--- config.mk ---
export PLATFORM = sky130hd
export DESIGN_NAME = control_unit_flat
export DESIGN_NICKNAME = d
export VERILOG_FILES = /design/src/rtl/control_unit_if.sv /design/src/rtl/control_unit.sv /design/src/flat_wrapper.sv
export SDC_FILE = /design/constraint.sdc
export NUM_CORES = 1
export LEC_CHECK = 0
export CORE_MARGIN = 2
export CORE_UTILIZATION = 31
export CTS_BUF_LIST = sky130_fd_sc_hd__clkbuf_4
export DETAILED_ROUTE_END_ITERATION = 10
export MAX_ROUTING_LAYER = met4
export PLACE_DENSITY = 0.87
export SYNTH_ARGS = -nofsm -noshare
export SYNTH_HDL_FRONTEND = slang
export SYNTH_SLANG_ARGS = --single-unit
export TNS_END_PERCENT = 30
--- constraint.sdc ---
create_clock -name Clock -period 1.6 [get_ports Clock]
set_clock_uncertainty 0.15 [all_clocks]
set_input_delay 0.16 -clock Clock [delete_from_list [all_inputs] [get_ports Clock]]
set_output_delay 0.16 -clock Clock [all_outputs]
set_load 0.01 [all_outputs]
--- src/rtl/control_unit_if.sv ---
// Control bundle between control_unit and new_datapath: the instruction register
// flows in; every phase control line flows out.
interface control_unit_if;
   logic [31:0] IR;
   logic        PCout, PCin, IncPC;
   logic        MARin, MDRin, MDRout, Read, write;
   logic        IRin, Yin, Zin, Zloout;
   logic        Zhiout, HIin, HIout, LOin, LOout;
   logic        Gra, Grb, Grc, Rin, Rout, BAout;
   logic        Cout;
   logic [4:0]  ALUControl;
   logic        Run;

   modport master (
      input  IR,
      output PCout, PCin, IncPC, MARin, MDRin, MDRout, Read, write,
             IRin, Yin, Zin, Zloout, Zhiout, HIin, HIout, LOin, LOout,
             Gra, Grb, Grc, Rin, Rout, BAout, Cout, ALUControl, Run
   );

   modport slave (
      output IR,
      input  PCout, PCin, IncPC, MARin, MDRin, MDRout, Read, write,
             IRin, Yin, Zin, Zloout, Zhiout, HIin, HIout, LOin, LOout,
             Gra, Grb, Grc, Rin, Rout, BAout, Cout, ALUControl, Run
   );
endinterface

--- src/rtl/control_unit.sv ---
// Hard-wired phase sequencer: fetch in T0-T2, opcode-decoded execute in T3-T7.
// Control lines are a pure function of (phase, IR[31:27]).
module control_unit (
   input  logic           Clock,
   input  logic           GlobalReset,
   control_unit_if.master cu
);

   typedef enum logic [3:0] {
      S_RESET, S_T0, S_T1, S_T2, S_T3, S_T4, S_T5, S_T6, S_T7, S_HALT
   } state_e;

   localparam logic [4:0] OP_LD   = 5'b00000;
   localparam logic [4:0] OP_LDI  = 5'b00001;
   localparam logic [4:0] OP_ST   = 5'b00010;
   localparam logic [4:0] OP_ADD  = 5'b00011;
   localparam logic [4:0] OP_SUB  = 5'b00100;
   localparam logic [4:0] OP_AND  = 5'b00101;
   localparam logic [4:0] OP_OR   = 5'b00110;
   localparam logic [4:0] OP_ADDI = 5'b01100;
   localparam logic [4:0] OP_ANDI = 5'b01101;
   localparam logic [4:0] OP_ORI  = 5'b01110;
   localparam logic [4:0] OP_HALT = 5'b11011;

   state_e     state_q, state_d;
   logic [4:0] opcode;
   logic       is_mem, is_rtype, is_imm;
   logic [4:0] imm_alu;

   assign opcode   = cu.IR[31:27];
   assign is_mem   = (opcode == OP_LD) || (opcode == OP_LDI) || (opcode == OP_ST);
   assign is_rtype = (opcode == OP_ADD) || (opcode == OP_SUB) ||
                     (opcode == OP_AND) || (opcode == OP_OR);
   assign is_imm   = (opcode == OP_ADDI) || (opcode == OP_ANDI) || (opcode == OP_ORI);

   // Immediate forms reuse the R-type ALU codes of their register counterparts.
   always_comb begin
      case (opcode)
         OP_ANDI: imm_alu = OP_AND;
         OP_ORI:  imm_alu = OP_OR;
         default: imm_alu = OP_ADD;
      endcase
   end

   // NOTE: state flops use non-blocking assignment so every reader sees the pre-edge value.
   always_ff @(posedge Clock or posedge GlobalReset) begin
      if (GlobalReset) state_q <= S_RESET;
      else             state_q <= state_d;
   end

   // NOTE: every output and state_d gets a default first, so no path infers a latch.
   always_comb begin
      state_d       = state_q;
      cu.PCout      = 1'b0;
      cu.PCin       = 1'b0;
      cu.IncPC      = 1'b0;
      cu.MARin      = 1'b0;
      cu.MDRin      = 1'b0;
      cu.MDRout     = 1'b0;
      cu.Read       = 1'b0;
      cu.write      = 1'b0;
      cu.IRin       = 1'b0;
      cu.Yin        = 1'b0;
      cu.Zin        = 1'b0;
      cu.Zloout     = 1'b0;
      cu.Zhiout     = 1'b0;
      cu.HIin       = 1'b0;
      cu.HIout      = 1'b0;
      cu.LOin       = 1'b0;
      cu.LOout      = 1'b0;
      cu.Gra        = 1'b0;
      cu.Grb        = 1'b0;
      cu.Grc        = 1'b0;
      cu.Rin        = 1'b0;
      cu.Rout       = 1'b0;
      cu.BAout      = 1'b0;
      cu.Cout       = 1'b0;
      cu.ALUControl = 5'b00000;
      cu.Run        = (state_q != S_RESET) && (state_q != S_HALT);

      case (state_q)
         S_RESET: state_d = S_T0;
         S_T0: begin
            cu.PCout = 1'b1;
            cu.MARin = 1'b1;
            cu.IncPC = 1'b1;
            cu.PCin  = 1'b1;
            state_d  = S_T1;
         end
         S_T1: begin
            cu.Read  = 1'b1;
            cu.MDRin = 1'b1;
            state_d  = S_T2;
         end
         S_T2: begin
            cu.MDRout = 1'b1;
            cu.IRin   = 1'b1;
            state_d   = S_T3;
         end
         S_T3: begin
            if (is_mem) begin
               cu.Grb   = 1'b1;
               cu.BAout = 1'b1;
               cu.Yin   = 1'b1;
               state_d  = S_T4;
            end else if (is_rtype || is_imm) begin
               cu.Grb  = 1'b1;
               cu.Rout = 1'b1;
               cu.Yin  = 1'b1;
               state_d = S_T4;
            end else if (opcode == OP_HALT) begin
               state_d = S_HALT;
            end else begin
               state_d = S_T0;
            end
         end
         S_T4: begin
            cu.Zin  = 1'b1;
            state_d = S_T5;
            if (is_rtype) begin
               cu.Grc        = 1'b1;
               cu.Rout       = 1'b1;
               cu.ALUControl = opcode;
            end else if (is_imm) begin
               cu.Cout       = 1'b1;
               cu.ALUControl = imm_alu;
            end else begin
               // ld/ldi/st: effective address / immediate = base + C
               cu.Cout       = 1'b1;
               cu.ALUControl = OP_ADD;
            end
         end
         S_T5: begin
            cu.Zloout = 1'b1;
            if ((opcode == OP_LD) || (opcode == OP_ST)) begin
               cu.MARin = 1'b1;
               state_d  = S_T6;
            end else begin
               cu.Gra  = 1'b1;
               cu.Rin  = 1'b1;
               state_d = S_T0;
            end
         end
         S_T6: begin
            cu.MDRin = 1'b1;
            state_d  = S_T7;
            // Store loads MDR from the bus: Read stays low to select the bus side.
            if (opcode == OP_ST) begin
               cu.Gra  = 1'b1;
               cu.Rout = 1'b1;
            end else begin
               cu.Read = 1'b1;
            end
         end
         S_T7: begin
            state_d = S_T0;
            if (opcode == OP_ST) begin
               cu.write = 1'b1;
            end else begin
               cu.MDRout = 1'b1;
               cu.Gra    = 1'b1;
               cu.Rin    = 1'b1;
            end
         end
         S_HALT:  state_d = S_HALT;
         default: state_d = S_RESET;
      endcase
   end

endmodule
--- src/flat_wrapper.sv ---
// flat-port wrapper written by rule: the top's interface ports become plain ports
module control_unit_flat 
  (Clock, GlobalReset, cu_IR, cu_PCout, cu_PCin, cu_IncPC, cu_MARin, cu_MDRin, cu_MDRout, cu_Read, cu_write, cu_IRin, cu_Yin, cu_Zin, cu_Zloout, cu_Zhiout, cu_HIin, cu_HIout, cu_LOin, cu_LOout, cu_Gra, cu_Grb, cu_Grc, cu_Rin, cu_Rout, cu_BAout, cu_Cout, cu_ALUControl, cu_Run);
  control_unit_if cu_i ();
  input  logic Clock;
  input  logic GlobalReset;
  input wire logic [$bits(cu_i.IR)-1:0] cu_IR;
  output wire logic [$bits(cu_i.PCout)-1:0] cu_PCout;
  output wire logic [$bits(cu_i.PCin)-1:0] cu_PCin;
  output wire logic [$bits(cu_i.IncPC)-1:0] cu_IncPC;
  output wire logic [$bits(cu_i.MARin)-1:0] cu_MARin;
  output wire logic [$bits(cu_i.MDRin)-1:0] cu_MDRin;
  output wire logic [$bits(cu_i.MDRout)-1:0] cu_MDRout;
  output wire logic [$bits(cu_i.Read)-1:0] cu_Read;
  output wire logic [$bits(cu_i.write)-1:0] cu_write;
  output wire logic [$bits(cu_i.IRin)-1:0] cu_IRin;
  output wire logic [$bits(cu_i.Yin)-1:0] cu_Yin;
  output wire logic [$bits(cu_i.Zin)-1:0] cu_Zin;
  output wire logic [$bits(cu_i.Zloout)-1:0] cu_Zloout;
  output wire logic [$bits(cu_i.Zhiout)-1:0] cu_Zhiout;
  output wire logic [$bits(cu_i.HIin)-1:0] cu_HIin;
  output wire logic [$bits(cu_i.HIout)-1:0] cu_HIout;
  output wire logic [$bits(cu_i.LOin)-1:0] cu_LOin;
  output wire logic [$bits(cu_i.LOout)-1:0] cu_LOout;
  output wire logic [$bits(cu_i.Gra)-1:0] cu_Gra;
  output wire logic [$bits(cu_i.Grb)-1:0] cu_Grb;
  output wire logic [$bits(cu_i.Grc)-1:0] cu_Grc;
  output wire logic [$bits(cu_i.Rin)-1:0] cu_Rin;
  output wire logic [$bits(cu_i.Rout)-1:0] cu_Rout;
  output wire logic [$bits(cu_i.BAout)-1:0] cu_BAout;
  output wire logic [$bits(cu_i.Cout)-1:0] cu_Cout;
  output wire logic [$bits(cu_i.ALUControl)-1:0] cu_ALUControl;
  output wire logic [$bits(cu_i.Run)-1:0] cu_Run;
  assign cu_i.IR = cu_IR;
  assign cu_PCout = cu_i.PCout;
  assign cu_PCin = cu_i.PCin;
  assign cu_IncPC = cu_i.IncPC;
  assign cu_MARin = cu_i.MARin;
  assign cu_MDRin = cu_i.MDRin;
  assign cu_MDRout = cu_i.MDRout;
  assign cu_Read = cu_i.Read;
  assign cu_write = cu_i.write;
  assign cu_IRin = cu_i.IRin;
  assign cu_Yin = cu_i.Yin;
  assign cu_Zin = cu_i.Zin;
  assign cu_Zloout = cu_i.Zloout;
  assign cu_Zhiout = cu_i.Zhiout;
  assign cu_HIin = cu_i.HIin;
  assign cu_HIout = cu_i.HIout;
  assign cu_LOin = cu_i.LOin;
  assign cu_LOout = cu_i.LOout;
  assign cu_Gra = cu_i.Gra;
  assign cu_Grb = cu_i.Grb;
  assign cu_Grc = cu_i.Grc;
  assign cu_Rin = cu_i.Rin;
  assign cu_Rout = cu_i.Rout;
  assign cu_BAout = cu_i.BAout;
  assign cu_Cout = cu_i.Cout;
  assign cu_ALUControl = cu_i.ALUControl;
  assign cu_Run = cu_i.Run;
  control_unit u_core (.Clock(Clock), .GlobalReset(GlobalReset), .cu(cu_i));
endmodule
==> results of run 1 <==
-- area by class of cell --
cell class                 count  area (µm²)
clock buffer                   3        22.5
fill                         206         792
inverter                       4        15.0
multi-input combinational     72         594
sequential                     4         101
tap                           28        35.0
timing repair buffer          74         588
-- how the worst min path moves through the flow --
stage | start | to | slack [ns]
4_1_cts | cu_IR[29] | u_core.state_q[3]$_DFF_PP0_ | 0.28
5_1_grt | cu_IR[29] | u_core.state_q[3]$_DFF_PP0_ | 0.30
3_5_place_dp | GlobalReset | u_core.state_q[2]$_DFF_PP0_ | 0.20
3_3_place_gp | GlobalReset | u_core.state_q[3]$_DFF_PP0_ | 0.19
2_1_floorplan | GlobalReset | u_core.state_q[0]$_DFF_PP0_ | -0.22
6_report | cu_IR[29] | u_core.state_q[3]$_DFF_PP0_ | 0.29
-- through the flow --
stage	total power (W)	cell area [µm²]	hold WS (ns)	setup slack, ns	util, %
2_1_floorplan	0.000845	741	-0.224	-0.0539	-
3_3_place_gp	0.00149	1190	0.192	-0.770	55.2
3_5_place_dp	0.00152	1190	0.196	-0.789	55.2
4_1_cts	0.00188	1320	0.283	-0.331	61.4
5_1_grt	0.00212	1360	0.300	-0.410	63.1
6_report	0.00196	1360	0.286	-0.350	63.1
-- placed cells by master (no fill, tap or decap), types with 3 or more instances in the layout --
master	Yosys	routed
conb_1	1	7
buf_4	12	37
buf_6	1	13
a21oi_1	7	4
nor4_2	0	3
buf_2	3	15
a21oi_2	1	4
dlygate4sd2_1	0	4
nand2_1	4	4
nor2_1	5	3
a21o_1	4	4
clkbuf_4	0	3
dfrtp_1	4	3
clkdlybuf4s15_2	0	3
inv_1	4	3
-- power groups by stage --
stage	Sequential, W	Combinational (W)	Clock (W)
floorplan	0.000164	0.000680	0
global placement	0.000186	0.00130	0
detailed placement	0.000189	0.00133	0
CTS	0.000195	0.00155	0.000132
global route	0.000209	0.00177	0.000143
finish	0.000202	0.00164	0.000125
-- cell families (layout without fill, tap and decap cells) --
group | Yosys count | count (layout)
AOI/OAI and AO/OA | 25 | 25
and+or+nand+nor | 37 | 37
DFF | 4 | 4
xor gates and xnor gates | 3 | 3
buffers and inverters | 23 | 81
other | 1 | 7
-- routing by layer --
metal	part of all wire [%]	wire, µm	GRT usage [%]
met1	40	1010	24.4
met2	53	1350	40.5
met3	4.9	123	2.34
met4	1.9	49	10.4
met5	0	0	-
-- tightest hold or removal path: cells and delay by family --
family,cells,cell delay [ns]
AO/OA/AOI/OAI,1,0.07
buffers and inverters,1,0.23
AND/OR/NAND/NOR,1,0.16
-- repair_timing --
item | CTS | global route
setup endpoints to repair | 25 | 23
setup buffers | 8 | 3
pin swaps | 14 | 4
hold endpoints to repair | 4 | 0
cloned | 0 | 0
resized for setup | 129 | 7
hold buffers | 1 | 0
==> results.py, run 1 <==
metrics = {
    "yosys": {
        "syn_area_um2": 691,
        "syn_avg_cell_area_um2": 7.43,
        "async_flop_share_pct": 100,
        "ys_warn_count": 0,
        "synth_most_common_cell": "buf_4",
        "synth_area_leaders": "dfrtp_1, buf_4, a21oi_1",
        "synth_top_cell_by_area": "dfrtp_1",
        "synthMuxAreaShare_pct": 0,
        "yosys.area_share.adder_pct": 0,
        "synth_top_cell_area_share_pct": 14.5,
        "yosys.area_share.simple_pct": 35.0,
        "ys_top_cells_by_count": "buf_4, a21oi_1, nor2_1",
        "synth_seq_cells": 4,
        "ys_seq_area_share_pct": 14.5,
        "synth_top_family_by_area": "simple AND/OR/NAND/NOR gates",
        "ys.flop_type": "dfrtp_1",
        "synth_cell_types": 41,
        "synth_compound_area_share_pct": 25.5,
        "synth_cells": 93,
        "synth_edf_count": 0,
        "synth_xor_area_share_pct": 3.80,
    },
    "clock_network": {
        "insertion_delay_ns": 0.24,
        "cts_tree": "yes",
        "cts_htree_levels": 1,
        "clkTransAtPathRegs_ns": 0.04,
        "cts.sinks": 4,
        "numCtsBuffers": 3,
        "root_buffer": "clkbuf_4",
        "clock_path_buffers": 2,
    },
    "power_and_ir_drop": {
        "power_frac_comb_pct": 83.3,
        "switching_power_w": 0.000811,
        "power.internal_w": 0.00115,
        "power_frac_seq_pct": 10.3,
        "power_density_nw_per_um2": 1450,
        "power_leakage_nw": 0.670,
        "p_clk_share_pct": 6.4,
        "irDropWorstVdd_uv": 953,
        "switching_share_pct": 41.3,
    },
    "setup_path": {
        "worstSetupEndpoint": "cu_Rin",
        "critical_path_class": "flop to primary output",
        "cpPeakStageDelay_ns": 0.40,
        "cpLargestDelayFamily": "flip-flops",
        "crit_slowest_cell": "dfrtp_1",
        "path_max_fanout": 4,
        "setup.worst_path.start": "u_core.state_q[1]$_DFF_PP0_",
        "critPathBufInv": 2,
        "startpoint_type": "flop",
        "worstPathArrival_ns": 1.64,
        "rr_worst_depth": 5,
        "r2r_end": "u_core.state_q[3]$_DFF_PP0_",
        "required_ns": 1.29,
        "regToRegSetupSlack_ns": 0.10,
        "path_cells": "buf_6, or3b_4, a21o_1, a21oi_2, buf_2",
        "rr_startpoint": "u_core.state_q[1]$_DFF_PP0_",
        "crit_path_end_kind": "primary output",
        "cp.depth": 5,
    },
    "timing": {
        "fin_tns_setup_ns": -4.06,
        "final-hold-violation-count": 0,
        "finalSetupViolations": 23,
        "maxSlewViolCount": 0,
        "rsz0062_at_grt": "true",
        "period_needed_ns": 1.95,
        "period_share_pct": 122,
        "setup_ws_ns": -0.350,
        "fmax_ghz": 0.513,
    },
    "run_status": {
        "violations": "setup timing",
        "status": "finished with violations",
    },
    "detailed_routing": {
        "drc": 0,
        "ant_nets": 0,
        "avgViaCountPerCell": 4.81,
        "drt_iter0_drc": 11,
        "wl_per_cell_um": 13.7,
        "routed_wl_um": 2530,
        "vias": 890,
        "drtPass1Iterations": 4,
    },
    "global_route": {
        "antenna_found_initial": 0,
        "grt_overflow": 0,
        "grt_max_degree": 11,
        "first_global_vias": 939,
        "grt_use_total_pct": 22.3,
        "grt_pass1_wl_um": 4240,
    },
    "cells_and_area": {
        "largest_register_ffs": 4,
        "finalNonFillerCells": 185,
        "final_nets": 193,
        "antenna_cells": 0,
        "top_regs": "u_core.state_q (4)",
        "area_growth_pct": 96.4,
        "drive_gt1_share_pct": 63.1,
        "top_register": "u_core.state_q",
    },
    "die": {
        "start_util_pct": 32.1,
        "dieHeight_um": 51.2,
        "core_area_um2": 2150,
        "row_count": 17,
        "io_pins": 64,
        "die_w_um": 51.2,
        "floorplan.die_area_um2": 2620,
    },
    "worst_hold_path": {
        "hp-class": "primary input to flop",
        "min_path_cells": 3,
    },
    "placement": {
        "gp_congestion": 0.900,
        "dp_cells": 170,
        "numPortBuffers": 29,
        "place_hpwl_um": 1740,
    },
    "job": {
        "max_cap_viol_count": 0,
    },
}
Power figures use the tool's default switching activity.
==> run 2, diff against run 1 <==
SLEW_MARGIN = 40   (was default)
==> results of run 2 <==
Final layout, timing and power as in run 1 (identical DEF).
==> run 3, diff against run 2 <==
ABC_AREA = 1   (was default)
CORE_UTILIZATION = 28   (was 31)
SETUP_SLACK_MARGIN = 0.4   (was default)
==> run 3 against run 2 <==
The flow still finishes with violations (setup timing). Register-to-register slack improved by 0.07 ns. Total power fell by 20%. Non-clock buffer count fell by 20. Via count fell by 6.0%. Synthesized area fell by 17%. First-iteration DRC count rose by 73%. Sequential share of layout area rose by 1.6 points. Worst hold slack improved by 0.11 ns. Wire length fell by 12%. Fmax rose by 15%. Setup slack improved by 0.26 ns. Highest routed layer unchanged.
==> results.py, run 3 <==
metrics = {
    "yosys": {
        "synthMuxAreaShare_pct": 0,
        "yosys.area_share.simple_pct": 46.5,
        "synth_most_common_cell": "nand2_1",
        "ys.flop_type": "dfrtp_1",
        "syn_avg_cell_area_um2": 5.49,
        "synth_xor_area_share_pct": 0,
        "synth_top_cell_area_share_pct": 17.8,
        "yosys.area_share.adder_pct": 0,
        "syn_area_um2": 571,
        "synth_cells": 104,
        "synth_cell_types": 19,
        "synth_top_family_by_area": "simple AND/OR/NAND/NOR gates",
        "synth_seq_cells": 4,
        "ys_top_cells_by_count": "nand2_1, inv_1, nor2_1",
        "synth_edf_count": 0,
        "ys_warn_count": 0,
        "async_flop_share_pct": 100,
        "synth_compound_area_share_pct": 8.99,
        "synth_area_leaders": "nand2_1, dfrtp_1, buf_4",
        "synth_top_cell_by_area": "nand2_1",
        "ys_seq_area_share_pct": 17.5,
    },
    "detailed_routing": {
        "vias": 837,
        "wl_per_cell_um": 12.0,
        "drtPass1Iterations": 4,
        "drt_iter0_drc": 19,
        "routed_wl_um": 2210,
        "avgViaCountPerCell": 4.55,
        "ant_nets": 0,
        "drc": 0,
    },
    "die": {
        "die_w_um": 49.1,
        "io_pins": 64,
        "row_count": 16,
        "start_util_pct": 29.4,
        "dieHeight_um": 49.1,
        "floorplan.die_area_um2": 2410,
        "core_area_um2": 1940,
    },
    "setup_path": {
        "path_max_fanout": 4,
        "worstPathArrival_ns": 1.38,
        "crit_path_end_kind": "primary output",
        "critical_path_class": "flop to primary output",
        "startpoint_type": "flop",
        "required_ns": 1.29,
    },
    "global_route": {
        "first_global_vias": 806,
        "grt_use_total_pct": 17.9,
        "grt_pass1_wl_um": 3410,
        "grt_max_degree": 6,
        "antenna_found_initial": 0,
        "grt_overflow": 0,
    },
    "clock_network": {
        "insertion_delay_ns": 0.23,
        "cts.sinks": 4,
        "clock_path_buffers": 2,
        "cts_tree": "yes",
        "cts_htree_levels": 1,
        "root_buffer": "clkbuf_4",
        "clkTransAtPathRegs_ns": 0.03,
        "numCtsBuffers": 3,
    },
    "timing": {
        "finalSetupViolations": 17,
        "period_needed_ns": 1.69,
        "fmax_ghz": 0.591,
        "rsz0062_at_grt": "true",
        "maxSlewViolCount": 0,
        "period_share_pct": 106,
        "setup_ws_ns": -0.0914,
        "final-hold-violation-count": 0,
    },
    "run_status": {
        "violations": "setup timing",
        "status": "finished with violations",
    },
    "cells_and_area": {
        "area_growth_pct": 96.1,
        "top_register": "u_core.state_q",
        "fin_area_um2": 1120,
        "antenna_cells": 0,
        "nFillCells": 178,
        "layout_common_cells": "buf_4, nand2_1, buf_2",
        "final_nets": 193,
        "largest_register_ffs": 4,
        "final_common_cell": "buf_4",
        "finalNonFillerCells": 184,
        "top_regs": "u_core.state_q (4)",
        "drive_gt1_share_pct": 58.0,
    },
    "worst_hold_path": {
        "hp-class": "primary input to flop",
    },
    "placement": {
        "placed_cell_area_um2": 1010,
        "numPortBuffers": 29,
        "place_hpwl_um": 1550,
        "gp_congestion": 0.801,
        "dp_cells": 172,
    },
    "power_and_ir_drop": {
        "power_density_nw_per_um2": 1400,
        "power_leakage_nw": 0.645,
        "irDropWorstVdd_uv": 744,
    },
    "job": {
        "max_cap_viol_count": 0,
    },
}
==> run 3: layer usage <==
layer,vias to the layer above,global-route usage (%),share of wire [%]
li1,412,-,-
met1,380,19.2,39
met2,40,32.2,52
met3,5,3.07,6.8
met4,0,7.62,1.5
met5,-,-,0
==> run 3: repair_timing <==
action,CTS,global route
gates cloned,0,0
setup buffers,6,2
gates resized for setup,112,19
hold buffers,1,0
pin swaps,12,12
hold endpoints to repair,4,0
setup endpoints to repair,26,26
==> run 3: power by group <==
part	internal (W)	switching (W)	leakage, nW	total [W]
Sequential	0.000147	0.0000570	0.0493	0.000204
Clock	0.0000837	0.0000377	0.0138	0.000121
Combinational	0.000572	0.000670	0.582	0.00124
==> run 3: area by class of cell <==
cell class                      count  area (µm²)  share of cell area [%]
Inverter                           20        82.6                    7.38
Sequential cell                     4         101                    9.06
Timing Repair Buffer               54         420                    37.6
Multi-Input combinational cell     76         458                    40.9
Tap cell                           27        33.8                    3.02
Clock buffer                        3        22.5                    2.01
==> run 3: cell families (layout without fill, tap and decap cells) <==
family | Yosys count | in the layout
AOI/OAI and AO/OA | 9 | 9
buffers and inverters | 30 | 77
DFF | 4 | 4
other | 1 | 7
and+or+nand+nor | 60 | 60
==> run 3: path summary, 6_finish.rpt <==
check	cells after the start	to	slack (ns)	from
setup reg to reg	7	u_core.state_q[2]$_DFF_PP0_	0.17	u_core.state_q[0]$_DFF_PP0_
max in group asynchronous	3	u_core.state_q[2]$_DFF_PP0_	0.61	GlobalReset
hold reg to reg	3	u_core.state_q[0]$_DFF_PP0_	0.55	u_core.state_q[0]$_DFF_PP0_
setup / recovery	6	cu_MDRout	-0.09	u_core.state_q[3]$_DFF_PP0_
min in group asynchronous	3	u_core.state_q[0]$_DFF_PP0_	0.54	GlobalReset
hold / removal	5	u_core.state_q[3]$_DFF_PP0_	0.40	cu_IR[31]
==> run 3: worst max-delay path: stages, from the launching register on <==
cell	delay, ns
dfrtp_1	0.37
inv_2	0.09
buf_4	0.15
nor3_4	0.19
nand2_2	0.08
o21ai_0	0.09
buf_2	0.17
==> run 3: metrics by stage <==
| step | util, % | TNS, ns | setup WS, ns | hold WS, ns | total power, W |
|---|---|---|---|---|---|
| final | 57.6 | -0.758 | -0.0914 | 0.396 | 0.00157 |
| after global routing | 57.6 | -1.81 | -0.167 | 0.425 | 0.00167 |
| after CTS | 55.5 | -0.545 | -0.0960 | 0.375 | 0.00147 |
| after detailed placement | 51.8 | -7.51 | -0.543 | 0.219 | 0.00128 |
| after global placement | 51.8 | -6.67 | -0.488 | 0.196 | 0.00124 |
| after floorplan | - | 0 | 0.330 | -0.224 | 0.000741 |
==> patch, RTL diff (config.mk and constraints of run 1) <==
Encoding of `state_e`: now one-hot (10 bits for 10 states).
--- a/src/rtl/control_unit.sv
+++ b/src/rtl/control_unit.sv
@@ -8,4 +8,4 @@
 
-   typedef enum logic [3:0] {
-      S_RESET, S_T0, S_T1, S_T2, S_T3, S_T4, S_T5, S_T6, S_T7, S_HALT
+   typedef enum logic [9:0] {
+      S_RESET = 10'b0000000001, S_T0 = 10'b0000000010, S_T1 = 10'b0000000100, S_T2 = 10'b0000001000, S_T3 = 10'b0000010000, S_T4 = 10'b0000100000, S_T5 = 10'b0001000000, S_T6 = 10'b0010000000, S_T7 = 10'b0100000000, S_HALT = 10'b1000000000
    } state_e;
Formal check against the unedited RTL: no difference found for any inputs over 10 cycles, from zero or initial values and one cycle with GlobalReset high; not proved beyond that.
==> patch against run 1 <==
The run still ends with negative setup slack left; final cell count rose by 29%; routed wire length grew 59%; largest power group unchanged; combinational power down 30%; sequential cell count is 6 higher; core utilization decreased by 2.6 points; total power is 15% lower; synthesized cell count up 25%; design area grew 37%; largest cell class unchanged; area after synthesis up 46%; critical path depth increased by 1; worst setup slack got worse by 0.53 ns; global-route usage rose by 1.6 points.
==> patch: results (changes against run 1) <==
| Metric | Value |
|---|---|
| Worst skew pair latency | 0.28 ns (+0.04 ns) |
| Delay-heaviest family, CP | simple AND/OR/NAND/NOR gates |
| Final net count | 230 (+19%) |
| Synthesis Warnings | 0 (unchanged) |
| Max stage delay on crit path | 0.61 ns (+0.21 ns) |
| Post-synthesis sequential area ratio | 24.9% (+10 points) |
| Yosys cell types | 47 (+15%) |
| H-tree Lvls | 1 (unchanged) |
| First-pass GRT wire length | 6270 um (+48%) |
| Clock tree buffer depth | 2 (unchanged) |
| Total GRT Usage | 24.0% (+1.6 points) |
| RePlAce Congestion | 0.877 (-2.6%) |
| Wire length on met3 | 225 um (+83%) |
| Leakage | 0.877 nW (+31%) |
| Top layer in use | met4 |
| Root Driver | clkbuf_4 |
| R2R setup slack | -0.74 ns (-0.84 ns) |
| Biggest regs | u_core.state_q x10 |
| Setup WS post-layout | -0.879 ns (-0.529 ns) |
| Fraction of registers with async set/reset | 100% (unchanged) |
| CP arrival | 2.17 ns (+0.53 ns) |
| Total CTS buffers | 3 (unchanged) |
| Reg2reg start | u_core.state_q[2]$_DFF_PP0_ |
| DR iter-0 viols | 50 (+39) |
| Largest Register | u_core.state_q |
| Initial antenna violation count | 0 (unchanged) |
| CP endpoint | cu_Rout |
| Clock transition at path regs | 0.07 ns (+0.03 ns) |
| R2R depth | 7 (+2) |
| Worst hold-check path type | in -> async |
| Synth top area cells | dfrtp_1, buf_4, nor2_1 |
| Max-Cap Viols | 0 (unchanged) |
| Final Setup Violations | 32 (+39%) |
| Drt wl/cell | 16.8 um (+23%) |
| Outcome | finished, violations left |
| Failing checks | negative setup slack |
| Worst-margin pin slew | 0.520 ns |
| Predominant post-synthesis flop cell | dfrtp_1 |
| Compound-Gate Fraction of Synth Area | 16.6% (-8.9 points) |
| Post-synthesis cell count | 116 (+25%) |
| Vias | 1260 (+42%) |
| Mux share of post-synthesis cell area | 0% (unchanged) |
| First-pass DRT Iterations | 4 (unchanged) |
| Number of diodes | 0 (unchanged) |
| Top cells by count, synth | nor2_1, buf_4, dfrtp_1, clkbuf_1 |
| Worst vdd ir | 0.898 mV (-5.8%) |
| Synth Area in Adders | 0% (unchanged) |
| Routed length on met1 | 1520 um (+51%) |
| CP max stage cell | or4_4 |
| Critical path fanouts, max | 4 (unchanged) |
| Pin count of the biggest net entering global routing | 11 (unchanged) |
| Port bufs | 29 (unchanged) |
| Critical R2R Capture | u_core.state_q[5]$_DFF_PP0_ |
| HPWL Detailed | 2590 um (+49%) |
| Critical Path Start Type | register |
| Met2 WL post-DR | 2120 um (+57%) |
| Share of cells above drive strength 1 | 60.0% (-3.1 points) |
| Post-synthesis xor/xnor area fraction | 3.47% (-0.33 points) |
| Post-Route WL | 4020 um (+59%) |
==> patch: cell types whose count changed in the layout (fill, tap and decap cells not counted), moves of 3 or more <==
cell / change
buf_4: +16
nor2_1: +8
dfrtp_1: +6
clkdlybuf4s50_1: +5
a21oi_2: -4
and4b_1: +4
dlygate4sd2_1: -4
a21o_1: -3
==> patch: stage by stage <==
stage | power [mW] | setup TNS [ns] | area [um^2] | hold WS (ns) | setup slack, ns
floorplan | 0.867 | -8.99 | 1060 | -0.151 | -0.610
global placement | 1.18 | -19.18 | 1640 | 0.318 | -0.863
detailed placement | 1.22 | -20.29 | 1640 | 0.329 | -0.976
CTS | 1.59 | -18.15 | 1780 | 0.0345 | -0.792
global route | 1.75 | -21.66 | 1860 | 0.0695 | -0.942
finish | 1.66 | -19.17 | 1860 | 0.0119 | -0.879
==> patch: power breakdown <==
| group | internal (mW) | switching [mW] | total, mW |
|---|---|---|---|
| clock | 0.0907 | 0.0966 | 0.187 |
| sequential | 0.305 | 0.0246 | 0.329 |
| combinational | 0.576 | 0.570 | 1.15 |
==> patch: final cells by class <==
type                            instances  area (um^2)
Clock buffer                            3         22.5
Clock inverter                          1         3.75
Fill cell                             228         1210
Inverter                                4         15.0
Multi-Input combinational cell         90          842
Sequential cell                        10          251
Tap cell                               44         55.1
Timing Repair Buffer                   87          673
==> patch: repair_timing <==
| action | 4_1_cts | 5_1_grt |
|---|---|---|
| gates resized for setup | 111 | 19 |
| pin swaps | 14 | 11 |
| hold buffers | 0 | 0 |
| buffers inserted | 8 | 2 |
| setup endpoints to repair | 32 | 33 |
| cloned | 0 | 0 |
==> patch: layer usage <==
metal | up-vias | global-route usage [%]
met4 | 0 | 10.6
met2 | 57 | 40.6
met1 | 612 | 28.0
met5 | - | -
li1 | 575 | -
met3 | 16 | 3.57
